[config.mk]
export PLATFORM = sky130hd
export DESIGN_NAME = convertidor_bin_bcd_secuencial
export DESIGN_NICKNAME = d
export VERILOG_FILES = /design/src/rtl/convertidor_bin_bcd_secuencial.sv
export SDC_FILE = /design/constraint.sdc
export NUM_CORES = 1
export LEC_CHECK = 0
export ABC_AREA = 1
export ABC_CLOCK_PERIOD_IN_PS = 1700
export BUFFER_PORTS_ARGS = -buffer_cell sky130_fd_sc_hd__buf_4
export CAP_MARGIN = 20
export CELL_PAD_IN_SITES_DETAIL_PLACEMENT = 2
export CELL_PAD_IN_SITES_GLOBAL_PLACEMENT = 2
export CORE_MARGIN = 8
export CORE_UTILIZATION = 35
export CTS_BUF_LIST = sky130_fd_sc_hd__clkbuf_4
export CTS_CLUSTER_DIAMETER = 50
export DETAILED_ROUTE_END_ITERATION = 8
export GPL_TIMING_DRIVEN = 0
export PLACE_DENSITY = 0.91
export SKIP_CTS_REPAIR_TIMING = 1
export SYNTH_ARGS = -nofsm -noshare
export SYNTH_HDL_FRONTEND = slang
export SYNTH_SLANG_ARGS = --single-unit
[constraint.sdc]
create_clock -name clk -period 1.7 [get_ports clk]
set_input_delay 0.34 -clock clk [delete_from_list [all_inputs] [get_ports clk]]
set_output_delay 0.34 -clock clk [all_outputs]
set_load 0.05 [all_outputs]
[src/rtl/convertidor_bin_bcd_secuencial.sv]
// Sequential binary-to-BCD converter (shift-and-add-3), one bit per clock.
// Saturates to all nines when the operand does not fit in N_DIG digits.
module convertidor_bin_bcd_secuencial #(
    parameter int W_BIN = 8,
    parameter int N_DIG = 3
) (
    input  logic               clk,
    input  logic               reset,
    input  logic               start,
    input  logic [W_BIN-1:0]   dato,
    output logic               busy,
    output logic               done,
    output logic [4*N_DIG-1:0] bcd,
    output logic               ovf
);

    localparam int SW = 4 * (N_DIG + 1);
    localparam int CW = $clog2(W_BIN + 1);

    function automatic logic [63:0] pow10(input int n);
        logic [63:0] p;
        p = 64'd1;
        for (int i = 0; i < n; i++) p = p * 64'd10;
        return p;
    endfunction

    localparam logic [63:0] LIMIT = pow10(N_DIG);

    typedef enum logic {IDLE, SHIFT} state_t;

    state_t             state, state_n;
    logic [W_BIN-1:0]   bin_q, bin_n;
    logic [SW-1:0]      scr_q, scr_n, adj;
    logic [CW-1:0]      cnt_q, cnt_n;
    logic               flag_q, flag_n;
    logic [4*N_DIG-1:0] bcd_n;
    logic               ovf_n, done_n;

    // Extra guard digit keeps the add-3 step from wrapping on overflowing operands
    always_comb begin
        adj = scr_q;
        for (int d = 0; d < N_DIG + 1; d++) begin
            if (scr_q[4*d +: 4] >= 4'd5)
                adj[4*d +: 4] = scr_q[4*d +: 4] + 4'd3;
        end
    end

    always_comb begin
        state_n = state;
        bin_n   = bin_q;
        scr_n   = scr_q;
        cnt_n   = cnt_q;
        flag_n  = flag_q;
        bcd_n   = bcd;
        ovf_n   = ovf;
        done_n  = 1'b0;
        unique case (state)
            IDLE: begin
                if (start) begin
                    bin_n   = dato;
                    scr_n   = '0;
                    cnt_n   = CW'(W_BIN);
                    flag_n  = 64'(dato) >= LIMIT;
                    state_n = SHIFT;
                end
            end
            SHIFT: begin
                {scr_n, bin_n} = {adj, bin_q} << 1;
                cnt_n = cnt_q - CW'(1);
                if (cnt_q == CW'(1)) begin
                    state_n = IDLE;
                    done_n  = 1'b1;
                    ovf_n   = flag_q;
                    bcd_n   = flag_q ? {N_DIG{4'h9}} : scr_n[4*N_DIG-1:0];
                end
            end
            default: state_n = IDLE;
        endcase
    end

    always_ff @(posedge clk or posedge reset) begin
        if (reset) begin
            state  <= IDLE;
            bin_q  <= '0;
            scr_q  <= '0;
            cnt_q  <= '0;
            flag_q <= 1'b0;
            bcd    <= '0;
            ovf    <= 1'b0;
            done   <= 1'b0;
        end else begin
            state  <= state_n;
            bin_q  <= bin_n;
            scr_q  <= scr_n;
            cnt_q  <= cnt_n;
            flag_q <= flag_n;
            bcd    <= bcd_n;
            ovf    <= ovf_n;
            done   <= done_n;
        end
    end

    assign busy = (state == SHIFT);

endmodule
* Word-level counts from Yosys, hierarchy flattened
Index checks and enable logic that the tools add are counted.
** Storage, ports and cells
- Bits of input ports :: 11
- Bits in registers :: 42
- Logic and storage cells :: 34
- Output and inout bits :: 15
** Operators by class
- Multiplexer cells :: 15
- Equality and inequality tests :: 2
- Reductions and logical operators :: 1
- Add/subtract/negate cells :: 5
- Bitwise gates (word level) :: 1
- Order comparisons :: 4
** Operator list (number)
- 16-bit case mux with 2 select lines :: 1
- 4-bit by 3-bit >= comparator with 1-bit output, second input constant :: 4
- 16-bit 2-to-1 mux :: 1
- 4-bit 2-to-1 mux :: 4
- 8-bit case mux with 2 select lines :: 1
- 4-bit by 2-bit adder with 4-bit output, second input constant :: 3
- 8-bit 2-to-1 mux :: 1
- 4-bit case mux with 2 select lines :: 1
- 4-bit by 1-bit equality test with 1-bit output, second input constant :: 1
- 1-bit 2-to-1 mux :: 4
- 4-bit by 1-bit subtractor with 4-bit output, second input constant :: 1
- 3-bit by 2-bit adder with 3-bit output, second input constant :: 1
- 3-bit 2-to-1 mux :: 1
- 2-bit inequality test, second input constant :: 1
- 1-bit case mux with 2 select lines :: 1
- 2-bit AND reduction :: 1
- 1-bit inverter :: 1

* Depth between registers and ports, before layout
Gate-level depths: netlist of the first run.
- Depth in word-level cells :: 3
- Depth in mapped cells :: 8
- Depth with buffers taken out :: 8

* Worst setup path before layout of the first run
No wires, ideal clock.
- Path type :: register to register
- Start point :: register state, in the netlist busy
- End point :: register bcd[11]
- Buffers on the path :: 2
- Period minus slack after synthesis :: 1.353 ns
- Data required time :: 1.576 ns
- Setup time :: 0.124 ns
- Setup slack :: 0.347 ns
- Data arrival time :: 1.229 ns
- Stages on the path, launching flop included :: 6
- Cells stage by stage :: dfrtp_1 -> buf_6 -> nand3_4 -> buf_6 -> nand2_2 -> o21ai_1
** Between the ends
- Word-level cells in the longest chain between the ends :: 1
** Ends and longest elaborated chain
- start: declaration :: line 31 : state_t state, state_n;
- start signal: assignment :: line 92 : state <= state_n;
- 2-bit AND reduction (no line)
- end signal: assignment :: line 97 : bcd <= bcd_n;
- end: declaration :: line 13 : output logic [4*N_DIG-1:0] bcd,
Every way passes these cells.
A chain may end at the register's enable or synchronous reset.

* Final worst setup path of the first run
- Start point :: register scr_q[4]
- End point :: register scr_q[5]
** Between the ends
- Word-level cells in the longest chain between the ends :: 3
- Elaborated cells between the ends (all ways) :: 4
- Classes of those cells :: add/sub (1); order compare (1); mux (2)
** Ends and longest elaborated chain
- start: declaration :: line 33 : logic [SW-1:0] scr_q, scr_n, adj;
- start signal: assignment :: line 94 : scr_q <= scr_n;
- 4-bit by 2-bit adder with 4-bit output / 4-bit by 3-bit >= comparator with 1-bit output (equally long branches) :: line 44, 43
- 4-bit 2-to-1 mux * :: line 43 : if (scr_q[4*d +: 4] >= 4'd5)
- 16-bit case mux with 2 select lines * :: line 57 : unique case (state)
Every way passes the cells marked *; elsewhere a longest branch is shown, timed or not.

==> reports/metrics.yaml, run 1 <==
status:
  status: "finished, final reports clean"
global_route:
  grt_usage: 0.143
  grt_antenna_before_repair: 0
  grt_overflow: 0
  grt_max_degree: 39
  grt_pass1_vias: 1832
  grt_pass1_wl_mm: 8.59
place:
  io_buffers: 24
  post-place-ws_ns: 0.292
  hpwl_mm: 3.71
  gp_congestion: 0.732
  dp.cells: 305
cts:
  clk_path_buf_depth: 2
  cts_tree: "yes"
  clk_latency_ns: 0.35
  cts_made_buffers: 5
  htreeDepth: 2
  cts_root_buf: "clkbuf_4"
  clkTransAtPathRegs_ns: 0.12
  cts_sinks: 38
yosys:
  syn_nets: 230
  synthesis.area_sq_um: 1830
  synth_area_leaders: "dfrtp_1, nand2_1, nand3_1, ha_1, inv_1"
  synth_top_area_cell: "dfrtp_1"
  yosysUniqueCellTypes: 24
  synthCells: 211
  synth.avg_cell_area_sq_um: 8.68
  yosys_warnings: 0
  ys_seq_elements: 38
  synth_top_area_share: 0.519
  ys_seq_area_frac: 0.519
drt:
  wl_per_cell_um: 15.9
  avgViaCountPerCell: 4.95
  drt_iter0_markers: 31
  wl_mm: 4.99
  drtPass1Iterations: 4
  route.vias.total: 1548
  drc: 0
  final_antenna_net_count: 0
sta:
  finalSetupViolCount: 0
  report.final.slew_viol_count: 0
  relSlewSlack: 0.455
  worst_pin_slew_ns: 0.816
  max_freq_mhz: 683
  finalHoldViolations: 0
  period_minus_slack_ns: 1.46
  rsz0062_at_grt: "no"
  clock_skew_ns: 0.00679
  fin_crit_sh: 0.861
  timing.final.ws_setup_ns: 0.237
worst_setup_path:
  cp_max_fo: 5
  required_ns: 1.94
  cp-start-kind: "flip-flop"
  r2r-end: "scr_q[5]$_DFFE_PP0P_"
  end_kind: "flip-flop"
  crit_arrival_ns: 1.70
  reg2reg_from: "scr_q[4]$_DFFE_PP0P_"
  critPathKind: "flip-flop to flip-flop"
  r2r_cells: 8
  rrSetupSlack_ns: 0.24
pwr:
  p_leak_nw: 1.12
  switching_share: 0.510
  powerDensity_nw_per_um2: 2230
  seqPwrFrac: 0.340
  vdd_drop_max_mv: 0.729
  comb_power_share: 0.560
  p_sw_mw: 2.44
  internal_power_mw: 2.35
  clkPwrFrac: 0.100
finish:
  nets: 261
  drive_gt1_frac: 0.189
  num_antenna_cells: 0
  stdcell_count: 313
  areaGrowthSynthToFinish_pct: 17.6
floorplan:
  placementRows: 26
  start_util: 0.361
  ioPinCount: 26
  die_h_um: 88.3
  die_w_um: 88.3
  dieArea_sq_um: 7800
  core_area_sq_um: 5070
job:
  cap_violations: 0
min_path:
  hold_class: "input port to asynchronous set/reset pin"
-- layer usage --
| layer | vias up | track usage | routed length [um] |
|---|---|---|---|
| met3 | 8 | 0.0316 | 145 |
| met5 | - | 0 | 0 |
| met2 | 24 | 0.253 | 2530 |
| met4 | 0 | 0.0492 | 76 |
| met1 | 767 | 0.164 | 2230 |
| li1 | 749 | - | - |
-- cells in the final DEF, fill, tap and decap left out, types with 2 or more instances in the layout --
master    count
o22ai_1       6
clkbuf_4      6
nand4_1       7
o21ai_0      10
buf_6         3
nor2_2        2
nand2_1      74
buf_4        25
ha_1          8
inv_2         3
nand3_1      27
nor2_1        4
dfrtp_1      38
inv_1        17
-- power by group through the flow --
stage	Combinational [mW]	Clock, mW	Sequential (mW)
after floorplan	1.39	0	2.12
after global placement	2.55	0	1.62
after detailed placement	2.72	0	1.65
after CTS	2.74	0.497	1.63
after global routing	2.99	0.536	1.69
final	2.69	0.478	1.63
-- worst max-delay path: stages, from the launching register on --
cell and delay, ns:
dfrtp_1 0.43, inv_1 0.10, ha_1 0.22, inv_1 0.05, nand2_1 0.09, nand3_1 0.19
nand2_1 0.11, nand3_1 0.10, nand2_1 0.07
-- Yosys cell counts (all sizes together) --
library cell and instances:
o21ai 12, o211ai 1, nor2 6, clkinv 1
ha 8, inv 20, nand3 28, dfrtp 38
conb 1, a22o 1, nand2 76, xnor2 1
o22ai 6, buf 5, nand4 7
-- final cells by class --
cell class                 instances  area [sq um]
multi-input combinational        147           749
clock buffer                       6          45.0
timing repair buffer              24           180
tap                               70          87.6
inverter                          21          83.8
clock inverter                     2          8.76
fill                             591          2920
buffer                             5          46.3
sequential                        38           951
-- worst max-delay path by stage --
stage,end,depth (start not counted),from
finish,scr_q[5]$_DFFE_PP0P_,8,scr_q[4]$_DFFE_PP0P_
global route,scr_q[5]$_DFFE_PP0P_,8,scr_q[4]$_DFFE_PP0P_
CTS,scr_q[5]$_DFFE_PP0P_,8,scr_q[4]$_DFFE_PP0P_
detailed placement,scr_q[5]$_DFFE_PP0P_,8,scr_q[4]$_DFFE_PP0P_
global placement,bcd[0]$_DFFE_PP0P_,2,reset
floorplan,bcd[11]$_DFFE_PP0P_,5,busy$_DFF_PP0_
-- registers in the layout (all words and copies together), names as in the netlist --
name	count
cnt_q	4
bin_q	8
done	1
busy	1
scr_q	12
bcd	12
-- through the flow --
stage / total power, mW / cell area, sq um / util / hold WS (ns) / setup TNS [ns]
floorplan: 3.51 / 1830 / - / 0.449 / 0
global placement: 4.17 / 2100 / 0.413 / 0.465 / -3.42
detailed placement: 4.37 / 2100 / 0.413 / 0.475 / 0
CTS: 4.87 / 2150 / 0.424 / 0.172 / 0
global route: 5.21 / 2150 / 0.424 / 0.182 / 0
finish: 4.79 / 2150 / 0.424 / 0.144 / 0
-- cells by family (layout without fill, tap and decap cells) --
group | Yosys count | in the layout | synth area share
flip-flops | 38 | 38 | 0.519
AND/OR/NAND/NOR | 117 | 117 | 0.284
other | 1 | 1 | 0.00205
AO/OA/AOI/OAI | 20 | 20 | 0.0643
buffers and inverters | 26 | 58 | 0.0711
XOR/XNOR | 1 | 1 | 0.00479
adder cells (fa/ha/maj) | 8 | 8 | 0.0547
No activity file was read; power rests on OpenSTA's default activity.
==> inputs of run 2 (changes only) <==
--- a/config.mk
+++ b/config.mk
@@ -7,7 +7,7 @@
 export LEC_CHECK = 0
 export ABC_AREA = 1
 export ABC_CLOCK_PERIOD_IN_PS = 1700
-export BUFFER_PORTS_ARGS = -buffer_cell sky130_fd_sc_hd__buf_4
+export BUFFER_PORTS_ARGS = -buffer_cell sky130_fd_sc_hd__buf_2
 export CAP_MARGIN = 20
 export CELL_PAD_IN_SITES_DETAIL_PLACEMENT = 2
 export CELL_PAD_IN_SITES_GLOBAL_PLACEMENT = 2
==> reports/metrics.yaml, run 2 (same netlist as run 1, synthesis figures left out) <==
cts:
  cts_tree: "yes"
  clk_latency_ns: 0.36
  clkTransAtPathRegs_ns: 0.12
  clk_path_buf_depth: 2
  cts_made_buffers: 5
  cts_sinks: 38
  cts_root_buf: "clkbuf_4"
  htreeDepth: 2
pwr:
  total_power_mw: 4.63
  p_leak_nw: 1.10
  powerDensity_nw_per_um2: 2230
  vdd_drop_max_mv: 0.580
worst_setup_path:
  cp-start-kind: "flip-flop"
  r2r-end: "bcd[6]$_DFFE_PP0P_"
  required_ns: 1.97
  cp_max_fo: 5
  critPathKind: "flip-flop to flip-flop"
  r2r_cells: 8
  crit_arrival_ns: 1.73
  reg2reg_from: "scr_q[4]$_DFFE_PP0P_"
  end_kind: "flip-flop"
  rrSetupSlack_ns: 0.24
global_route:
  grt_max_degree: 39
  grt_pass1_vias: 1799
  grt_usage: 0.148
  grt_overflow: 0
  grt_pass1_wl_mm: 8.77
  grt_antenna_before_repair: 0
sta:
  finalHoldViolations: 0
  period_minus_slack_ns: 1.46
  relSlewSlack: 0.464
  finalSetupViolCount: 0
  clock_skew_ns: 0.00862
  rsz0062_at_grt: "no"
  report.final.slew_viol_count: 0
  timing.final.ws_setup_ns: 0.236
  worst_pin_slew_ns: 0.803
  fin_crit_sh: 0.861
  max_freq_mhz: 683
  whs_ns: 0.121
floorplan:
  placementRows: 26
  ioPinCount: 26
  dieArea_sq_um: 7800
  start_util: 0.361
  die_w_um: 88.3
  die_h_um: 88.3
  core_area_sq_um: 5070
finish:
  final_area_sq_um: 2080
  layout_common_cells: "nand2_1, dfrtp_1, nand3_1"
  final_common_cell: "nand2_1"
  areaGrowthSynthToFinish_pct: 13.6
  num_antenna_cells: 0
  nets: 261
  drive_gt1_frac: 0.183
  reg_top3: "bcd: 12 flops, scr_q: 12 flops, bin_q: 8 flops"
drt:
  route.vias.total: 1556
  wl_mm: 4.92
  final_antenna_net_count: 0
  wl_per_cell_um: 15.8
  drt_iter0_markers: 41
  drtPass1Iterations: 4
  drc: 0
  avgViaCountPerCell: 5.00
job:
  cap_violations: 0
min_path:
  hold_class: "input port to asynchronous set/reset pin"
place:
  io_buffers: 24
  hpwl_mm: 3.62
  place_area_sq_um: 2040
  post-place-ws_ns: 0.243
  gp_congestion: 0.719
status:
  status: "finished, final reports clean"
run 2: metrics by stage:
| step | setup TNS [ns] | std cells | utilization |
|---|---|---|---|
| floorplan | 0 | 211 | - |
| global placement | -3.21 | 305 | 0.402 |
| detailed placement | 0 | 305 | 0.402 |
| CTS | 0 | 311 | 0.410 |
| global route | 0 | 311 | 0.410 |
| finish | 0 | 311 | 0.410 |
run 2: area by class of cell:
type,instances,area [sq um]
fillers,602,3000
flip-flops and latches,38,951
multi-input cells,147,749
repair buffers,24,120
well taps,70,87.6
inverters,21,83.8
plain buffers,5,46.3
clock buffers,5,37.5
clock inverters,1,3.75
run 2: how the worst max path moves through the flow:
stage / from / slack (ns) / endpoint / depth (start not counted)
2_1_floorplan: busy$_DFF_PP0_ / 0.35 / bcd[11]$_DFFE_PP0P_ / 5
3_3_place_gp: reset / -0.09 / bcd[0]$_DFFE_PP0P_ / 2
3_5_place_dp: scr_q[4]$_DFFE_PP0P_ / 0.24 / bcd[6]$_DFFE_PP0P_ / 8
4_1_cts: scr_q[4]$_DFFE_PP0P_ / 0.23 / bcd[6]$_DFFE_PP0P_ / 8
5_1_grt: scr_q[4]$_DFFE_PP0P_ / 0.04 / bcd[6]$_DFFE_PP0P_ / 8
6_report: scr_q[4]$_DFFE_PP0P_ / 0.24 / bcd[6]$_DFFE_PP0P_ / 8
run 2: report_power, final:
part / internal [mW] / total [mW] / leakage, nW / switching, mW
registers: 1.33 / 1.62 / 0.473 / 0.286
clock network: 0.141 / 0.446 / 0.0246 / 0.305
logic: 0.743 / 2.57 / 0.600 / 1.83
total: 2.21 / 4.63 / 1.10 / 2.42
run 2: routing by layer:
metal / vias to the layer above / GRT usage / share of wire
met5: - / 0 / 0
met4: 0 / 0.0599 / 0.017
met3: 5 / 0.0399 / 0.035
met2: 25 / 0.257 / 0.51
met1: 782 / 0.166 / 0.44
li1: 744 / - / -
run 2: critical path, stage by stage, from the launching register on:
cell	delay [ns]
dfrtp_1	0.44
inv_1	0.10
ha_1	0.23
inv_1	0.07
nand2_1	0.10
nand3_1	0.19
nand2_1	0.11
nand3_1	0.09
nand2_1	0.05
==> inputs of run 3 (changes only) <==
--- a/config.mk
+++ b/config.mk
@@ -5,16 +5,16 @@
 export SDC_FILE = /design/constraint.sdc
 export NUM_CORES = 1
 export LEC_CHECK = 0
-export ABC_AREA = 1
+export ABC_AREA = 0
 export ABC_CLOCK_PERIOD_IN_PS = 1700
 export BUFFER_PORTS_ARGS = -buffer_cell sky130_fd_sc_hd__buf_2
 export CAP_MARGIN = 20
 export CELL_PAD_IN_SITES_DETAIL_PLACEMENT = 2
 export CELL_PAD_IN_SITES_GLOBAL_PLACEMENT = 2
 export CORE_MARGIN = 8
-export CORE_UTILIZATION = 35
+export CORE_UTILIZATION = 37
 export CTS_BUF_LIST = sky130_fd_sc_hd__clkbuf_4
-export CTS_CLUSTER_DIAMETER = 50
+export CTS_CLUSTER_DIAMETER = 30
 export DETAILED_ROUTE_END_ITERATION = 8
 export GPL_TIMING_DRIVEN = 0
 export PLACE_DENSITY = 0.91
==> reports/metrics.yaml, run 3 <==
worst_setup_path:
  end_kind: "flip-flop"
  cp-start-kind: "flip-flop"
  cp_max_fo: 4
  critPathKind: "flip-flop to flip-flop"
  crit_arrival_ns: 1.86
  required_ns: 1.98
place:
  io_buffers: 23
  gp_congestion: 0.787
  place_area_sq_um: 2020
  hpwl_mm: 3.24
  dp.cells: 269
floorplan:
  ioPinCount: 26
  dieArea_sq_um: 7430
  die_w_um: 86.2
  die_h_um: 86.2
  core_area_sq_um: 4750
  placementRows: 25
  start_util: 0.384
cts:
  clk_latency_ns: 0.35
  clk_path_buf_depth: 2
  htreeDepth: 2
  cts_root_buf: "clkbuf_4"
  cts_tree: "yes"
  clkTransAtPathRegs_ns: 0.13
  cts_made_buffers: 5
  cts_sinks: 38
yosys:
  ys_seq_elements: 38
  synth_top_area_cell: "dfrtp_1"
  synth_area_leaders: "dfrtp_1, nand2_1, ha_1, o21ai_0, mux2i_1"
  ys_async_sr_fraction: 1.00
  ys_top_cells_by_count: "dfrtp_1, nand2_1, o21ai_0"
  synthCells: 179
  yosysUniqueCellTypes: 30
  yosys_warnings: 0
  ys.flop_type: "dfrtp_1"
  yosysMostFrequentCell: "dfrtp_1"
  synthesis.area_sq_um: 1820
  synth_edf_count: 0
  synth.avg_cell_area_sq_um: 10.2
  synth_top_area_share: 0.521
  ys_seq_area_frac: 0.521
  syn_nets: 198
sta:
  clock_skew_ns: 0.0162
  max_freq_mhz: 630
  finalHoldViolations: 0
  period_minus_slack_ns: 1.59
  finalSetupViolCount: 0
  report.final.slew_viol_count: 0
  fin_crit_sh: 0.933
  worst_pin_slew_ns: 0.810
  fin_setup_tns_ns: 0
  relSlewSlack: 0.459
  rsz0062_at_grt: "no"
drt:
  drtPass1Iterations: 2
  final_antenna_net_count: 0
  wl_mm: 4.44
  drt_iter0_markers: 41
  wl_per_cell_um: 15.9
  drc: 0
  avgViaCountPerCell: 5.02
  route.vias.total: 1406
finish:
  drive_gt1_frac: 0.263
  layout_common_cells: "dfrtp_1, nand2_1, buf_2"
  final_area_sq_um: 2110
  areaGrowthSynthToFinish_pct: 15.4
  stdcell_count: 280
  num_antenna_cells: 0
  final_common_cell: "dfrtp_1"
  nets: 231
  reg_top3: "bcd: 12 flops, scr_q: 12 flops, bin_q: 8 flops"
global_route:
  grt_max_degree: 39
  grt_usage: 0.133
  grt_overflow: 0
  grt_pass1_vias: 1583
  grt_pass1_wl_mm: 7.76
  grt_antenna_before_repair: 0
pwr:
  clkPwrFrac: 0.107
  switching_share: 0.471
  p_sw_mw: 2.11
  powerDensity_nw_per_um2: 2130
  comb_power_share: 0.532
  seqPwrFrac: 0.361
  total_power_mw: 4.49
  internal_power_mw: 2.38
  p_leak_nw: 1.02
  vdd_drop_max_mv: 0.867
status:
  status: "finished, final reports clean"
job:
  cap_violations: 0
min_path:
  hold_class: "input port to asynchronous set/reset pin"
## run 3: cell types whose count changed in the layout (fill, tap and decap cells not counted), moves of 6 or more
| cell | before | now |
|---|---|---|
| o21ai_0 | 10 | 16 |
| inv_1 | 17 | 10 |
| mux2i_1 | 0 | 9 |
| nand4_1 | 7 | 0 |
| nand3_1 | 27 | 1 |
| nand2_1 | 74 | 29 |
| a21oi_1 | 0 | 6 |
## run 3: area by class of cell
type | instances | area [sq um]
Fill cell | 534 | 2650
Sequential cell | 38 | 952
Multi-Input combinational cell | 119 | 777
Timing Repair Buffer | 26 | 138
Tap cell | 67 | 83.8
Buffer | 9 | 52.6
Inverter | 13 | 48.8
Clock buffer | 6 | 45.0
Clock inverter | 2 | 8.76
## run 3: final timing paths
path | from | to | slack [ns] | cells past startpoint
min in group clk | dato[0] | bin_q[0]$_DFFE_PP0P_ | 0.25 | 3
min | reset | bcd[1]$_DFFE_PP0P_ | 0.11 | 2
max in group asynchronous | reset | scr_q[0]$_DFFE_PP0P_ | 1.04 | 2
min reg2reg | bin_q[2]$_DFFE_PP0P_ | bin_q[3]$_DFFE_PP0P_ | 0.50 | 2
max | scr_q[0]$_DFFE_PP0P_ | bcd[2]$_DFFE_PP0P_ | 0.11 | 6
max reg2reg | scr_q[0]$_DFFE_PP0P_ | bcd[2]$_DFFE_PP0P_ | 0.11 | 6
## run 3: cells by family (layout without fill, tap and decap cells)
kind of cell	count (synthesis)	in the layout	synth area share
simple gates	50	50	0.121
flops	38	38	0.521
compound gates	42	42	0.136
buf+inv	22	56	0.0555
fa+ha+maj	8	8	0.0549
mux	15	15	0.0947
other cells	1	1	0.00206
xor+xnor	3	3	0.0144
## run 3: worst max-delay path: stages, from the launching register on
cell and delay (ns):
dfrtp_2 0.46, inv_2 0.08, ha_2 0.20, nand2b_1 0.09, a21oi_2 0.17, mux2_2 0.37, o21ai_1 0.14
## run 3: power groups by stage
stage | Sequential, mW | Combinational [mW] | Clock [mW]
finish | 1.62 | 2.39 | 0.480
CTS | 1.63 | 2.36 | 0.495
floorplan | 2.09 | 1.28 | 0
detailed placement | 1.65 | 2.34 | 0
global placement | 1.61 | 2.22 | 0
global route | 1.68 | 2.66 | 0.520
## run 3: stage by stage
stage	setup WS (ns)	hold slack [ns]	util
detailed placement	-0.0110	0.477	0.426
global route	0.0198	0.204	0.443
floorplan	0.144	0.449	-
finish	0.114	0.112	0.443
CTS	-0.0540	0.160	0.437
global placement	-0.0753	0.464	0.426
## run 3: routing by layer
layer | share of wire | vias up | GRT usage | wire (um)
li1 | - | 665 | - | -
met1 | 0.45 | 716 | 0.154 | 2000
met2 | 0.51 | 18 | 0.230 | 2250
met3 | 0.030 | 7 | 0.0350 | 133
met4 | 0.014 | 0 | 0.0469 | 61
met5 | 0 | - | 0 | 0
